==> config.mk <==
export PLATFORM = sky130hd
export DESIGN_NAME = dadda_mac_accum
export DESIGN_NICKNAME = d
export VERILOG_FILES = /design/src/rtl/dadda_mac_pkg.sv /design/src/rtl/dadda_mac_accum_valid_delay_line.sv /design/src/rtl/dadda_mac_accum.sv
export SDC_FILE = /design/constraint.sdc
export NUM_CORES = 1
export LEC_CHECK = 0
export ABC_AREA = 1
export CAP_MARGIN = 20
export CORE_MARGIN = 2
export CORE_UTILIZATION = 53
export DETAILED_ROUTE_END_ITERATION = 16
export GPL_TIMING_DRIVEN = 0
export PLACE_DENSITY = 0.76
export SLEW_MARGIN = 20
export SYNTH_ARGS = -nofsm -noshare
export SYNTH_HDL_FRONTEND = slang
export SYNTH_SLANG_ARGS = --single-unit
==> constraint.sdc <==
create_clock -name clk -period 1.85 [get_ports clk]
set_clock_uncertainty 0.05 [all_clocks]
set_input_delay 0.2775 -clock clk [delete_from_list [all_inputs] [get_ports clk]]
set_output_delay 0.2775 -clock clk [all_outputs]
set_load 0.01 [all_outputs]
==> src/rtl/dadda_mac_pkg.sv <==
// dadda_mac_pkg: shared constants and state encoding for the
// Dadda multiplier dot-product accumulator.
package dadda_mac_pkg;

  localparam int PROD_W      = 8;
  localparam int DEF_MUL_LAT = 5;

  typedef enum logic {
    IDLE = 1'b0,
    ACC  = 1'b1
  } state_t;

endpackage

==> src/rtl/dadda_mac_accum_valid_delay_line.sv <==
// valid_delay_line: DEPTH-deep valid shift register whose output lines
// up with the multiplier product, cleared asynchronously.
module valid_delay_line
  import dadda_mac_pkg::*;
#(
  parameter int DEPTH = DEF_MUL_LAT
) (
  input  logic clk,
  input  logic rst_n,
  input  logic din,
  output logic dout
);

  logic [DEPTH-1:0] sr;

  always_ff @(posedge clk or negedge rst_n) begin
    if (!rst_n) begin
      sr <= '0;
    end else begin
      sr[0] <= din;
      for (int i = 1; i < DEPTH; i++) begin
        sr[i] <= sr[i-1];
      end
    end
  end

  assign dout = sr[DEPTH-1];

endmodule

==> src/rtl/dadda_mac_accum.sv <==
// dadda_mac_accum: sums LEN valid multiplier products into a result.
// Define DADDA_MAC_SAT_EN to clamp on overflow instead of wrapping.
module dadda_mac_accum
  import dadda_mac_pkg::*;
#(
  parameter int LEN     = 4,
  parameter int ACC_W   = 12,
  parameter int MUL_LAT = DEF_MUL_LAT
) (
  input  logic              clk,
  input  logic              rst_n,
  input  logic              start,
  input  logic              op_valid,
  input  logic [PROD_W-1:0] prod,
  output logic [ACC_W-1:0]  acc_out,
  output logic              acc_valid,
  input  logic              acc_ready,
  output logic              busy,
  output logic              overrun,
  output logic              wrap
);

  localparam int CNT_W = $clog2(LEN) + 1;

  state_t           state_q;
  state_t           state_d;
  logic             pv;
  logic             take;
  logic             last;
  logic             carry;
  logic [CNT_W-1:0] count_q;
  logic [ACC_W-1:0] acc_q;
  logic [ACC_W-1:0] acc_nxt;
  logic [ACC_W:0]   sum;

  valid_delay_line #(
    .DEPTH(MUL_LAT)
  ) u_delay (
    .clk  (clk),
    .rst_n(rst_n),
    .din  (op_valid),
    .dout (pv)
  );

  assign take  = (state_q == ACC) && pv;
  assign last  = take && (count_q == CNT_W'(LEN - 1));
  assign sum   = {1'b0, acc_q} + (ACC_W+1)'(prod);
  assign carry = sum[ACC_W];

`ifdef DADDA_MAC_SAT_EN
  // once clamped, max + prod keeps carrying, so it stays clamped
  assign acc_nxt = carry ? '1 : sum[ACC_W-1:0];
`else
  assign acc_nxt = sum[ACC_W-1:0];
`endif

  always_ff @(posedge clk or negedge rst_n) begin
    if (!rst_n) begin
      state_q <= IDLE;
    end else begin
      state_q <= state_d;
    end
  end

  always_comb begin
    state_d = state_q;
    unique case (state_q)
      IDLE:    if (start) state_d = ACC;
      ACC:     if (last)  state_d = IDLE;
      default: state_d = IDLE;
    endcase
  end

  always_comb begin
    busy = 1'b0;
    if (state_q == ACC) busy = 1'b1;
  end

  always_ff @(posedge clk or negedge rst_n) begin
    if (!rst_n) begin
      acc_q   <= '0;
      count_q <= '0;
      wrap    <= 1'b0;
    end else if (state_q == IDLE) begin
      if (start) begin
        acc_q   <= '0;
        count_q <= '0;
        wrap    <= 1'b0;
      end
    end else if (take) begin
      acc_q   <= acc_nxt;
      count_q <= last ? '0 : count_q + 1'b1;
      if (carry) wrap <= 1'b1;
    end
  end

  // a completion never stalls; an unaccepted result wins and the new one drops
  always_ff @(posedge clk or negedge rst_n) begin
    if (!rst_n) begin
      acc_out   <= '0;
      acc_valid <= 1'b0;
      overrun   <= 1'b0;
    end else begin
      if (state_q == IDLE && start) overrun <= 1'b0;
      if (last) begin
        if (!acc_valid || acc_ready) begin
          acc_out   <= acc_nxt;
          acc_valid <= 1'b1;
        end else begin
          overrun <= 1'b1;
        end
      end else if (acc_valid && acc_ready) begin
        acc_valid <= 1'b0;
      end
    end
  end

endmodule

==> results.json <==
{
  "status": "completed",
  "worst-path-max-fanout": 3,
  "gr-usage-all-layers_pct": 22.2,
  "final_core_util_pct": 71.0,
  "ir_drop_v": 0.000867,
  "syn-num-nets": 253,
  "drv_cap": 0,
  "drive_gt1_share_pct": 12.6,
  "hold_violations": 0,
  "placementRows": 21,
  "syn_inst": 230,
  "grt_overflow": 0,
  "routed_wl_um": 3800,
  "clk_pin_slew_ns": 0.12,
  "synth_area_mm2": 0.00187,
  "first_pass_iters": 4,
  "ys_seq_elements": 36,
  "initial_core_util_pct": 55.7,
  "cts-htree-levels": 2,
  "synth_area_per_cell_um2": 8.15,
  "diodes": 0,
  "yosysWarnings": 0,
  "antenna_found_initial": 0,
  "fp.dieW_um": 63.5,
  "core_mm2": 0.00336,
  "end_kind": "register",
  "grt_pass1_vias": 1576,
  "timing.critical_path.arrival_ns": 1.93,
  "clk-insertion-delay-late_ns": 0.36,
  "slew_viol_final": 0,
  "drc_errors": 0,
  "synth_cell_type_count": 27,
  "cpMaxStageDelayCell": "clkdlybuf4s50_1",
  "clockBufferDepth": 2,
  "clock_sinks": 36,
  "nets": 291,
  "hp-class": "input pin to asynchronous set/reset pin",
  "finalCriticalPeriod_ns": 1.73,
  "tightest_slew_ns": 0.389,
  "nFillCells": 298,
  "final_area_mm2": 0.00239,
  "io_buffers": 28,
  "first_iter_violations": 44,
  "wl_per_cell_um": 12.1,
  "synthToLayoutAreaGrowth_pct": 27.4,
  "vias": 1559,
  "leakagePower_nw": 1.24,
  "via_per_inst": 4.95,
  "crit_start": "prod[0]",
  "place_hpwl_um": 2780,
  "cts_buffers": 5,
  "place.gp.congestion": 0.883,
  "yosysSeqAreaShare_pct": 48.1,
  "dieHeight_um": 63.5,
  "crit_top_cell": "nand3_2",
  "cts_tree": "built",
  "grt_pass1_wl_um": 6860,
  "p_per_area_mw_per_mm2": 1520,
  "max_slew_margin_pct": 73.9,
  "num_io_pins": 29,
  "setup_violations": 0,
  "root_buffer": "clkbuf_4",
  "dieArea_mm2": 0.00403,
  "r2r_start": "acc_q[0]",
  "dpl_cell_area_mm2": 0.00223,
  "fmax_ghz": 0.579,
  "cp_cell_sequence": "clkdlybuf4s50_1 -> ha_4 -> inv_2 -> fa_2 -> o21ai_4 -> nand3_2 -> nand2_2 -> nand3_2 -> nand3_1 -> nand2_1",
  "crit_required_ns": 2.05,
  "grt_max_degree": 24,
  "min_period_over_period_pct": 93.4,
  "antenna_left": 0,
  "path_class": "input pin to register",
  "setup.worst_path.start_class": "input pin",
  "crit_path_max_incr_delay_ns": 0.51
}
-- repair_timing --
action / CTS / global route
hold buffers: 1 / 0
endpoints found under the setup margin: 5 / 7
endpoints found under the hold margin: 13 / 0
gates resized for setup: 1 / 10
setup buffers: 0 / 1
pin swaps: 0 / 1
-- sequential cells by signal, summed over array words and instances, names as in the netlist --
name,flops
overrun,1
u_delay.sr,5
acc_out,12
count_q,3
acc_q,12
state_q,1
wrap,1
acc_valid,1
-- final timing paths --
kind                                       to  slack, ns  cells past startpoint
worst max-delay path              acc_out[10]       0.12                     10
worst min-delay path                 acc_q[3]       0.29                      2
worst max register to register    acc_out[10]       0.17                      9
worst min register to register  u_delay.sr[3]       0.30                      0
max in group asynchronous          acc_out[0]       1.01                      3
min in group clk                u_delay.sr[3]       0.30                      0
-- cell type report --
cell class / count / area [µm²] / share of cell area [%]
buffer: 3 / 21.3 / 0.891
clock buffer: 7 / 65.1 / 2.73
clock inverter: 1 / 30.0 / 1.26
inverter: 33 / 128 / 5.35
multi-input combinational: 158 / 865 / 36.2
sequential: 36 / 901 / 37.7
tap: 46 / 57.6 / 2.41
timing repair buffer: 31 / 320 / 13.4
-- cell usage after synthesis --
cell type   n  share of area (%)
nand2_1    83                 17
dfrtp_1    36                 48
inv_1      30                6.0
nand3_1    19                5.1
nor2_1     13                2.6
ha_1        9                6.0
o21ai_0     7                1.9
a21oi_1     4                1.1
o21ai_2     4                1.9
o21ai_1     3               0.80
xor2_1      3                1.4
buf_2       2               0.53
nand4_1     2               0.67
xnor2_1     2               0.93
a22o_1      1               0.47
buf_6       1               0.60
clkinv_2    1               0.27
fa_1        1                1.1
inv_2       1               0.20
inv_4       1               0.33
nand2_2     1               0.33
nand2_4     1               0.60
nand3_2     1               0.53
nor2_2      1               0.33
nor2_8      1                1.1
o22ai_1     1               0.33
or2_1       1               0.33
-- metrics by stage --
stage	setup slack (ns)	instances	power (mW)	TNS (ns)	hold slack (ns)
detailed placement	-0.431	305	2.94	-3.80	0.162
global placement	-0.446	304	2.87	-15.99	0.285
finish	0.122	315	3.63	0	0.294
floorplan	0.167	230	2.35	0	-0.0681
CTS	0.00719	314	3.58	0	0.298
global route	-0.00809	315	3.97	-0.00809	0.301
-- logic make-up (layout without fill, tap and decap cells) --
family | Yosys count | count (layout) | synth area share (%)
adders and majority gates | 10 | 10 | 7.08
buffers and inverters | 36 | 75 | 7.94
AOI/OAI and AO/OA | 20 | 20 | 6.41
xor gates and xnor gates | 5 | 5 | 2.34
DFF | 36 | 36 | 48.1
and+or+nand+nor | 123 | 123 | 28.2
-- critical path, delay by kind of cell --
kind | cells | cell delay, ns
buffers and inverters | 2 | 0.55
adders and majority gates | 2 | 0.53
and+or+nand+nor | 5 | 0.42
AOI/OAI and AO/OA | 1 | 0.16
-- routing by layer --
layer	share of wire (%)	wire length [µm]	GRT usage [%]	up-vias
met5	0	0	0	-
met4	2.2	84	8.97	0
met3	4.7	177	6.25	8
met2	48	1810	37.2	26
met1	46	1730	27.0	735
li1	-	-	-	790
-- placed cells by master (no fill, tap or decap), types with 2 or more instances in the layout --
cell,Yosys,final
nand3_2,1,3
clkbuf_8,0,2
nand2_1,83,81
nor2_2,1,2
nand2_2,1,3
xnor2_1,2,2
nor2_1,13,12
o21ai_2,4,3
buf_2,2,3
a21oi_1,4,4
o21ai_0,7,6
inv_1,30,29
inv_2,1,2
o21ai_1,3,4
clkbuf_4,0,5
nand4_1,2,2
dfrtp_1,36,36
xor2_1,3,3
ha_1,9,8
clkdlybuf4s50_1,0,27
nand3_1,19,17
-- power breakdown --
| part | total (mW) | switching [mW] | internal (mW) |
|---|---|---|---|
| Clock | 0.636 | 0.277 | 0.359 |
| Combinational | 1.74 | 0.970 | 0.774 |
| Sequential | 1.25 | 0.184 | 1.06 |
Power figures use the tool's default switching activity.
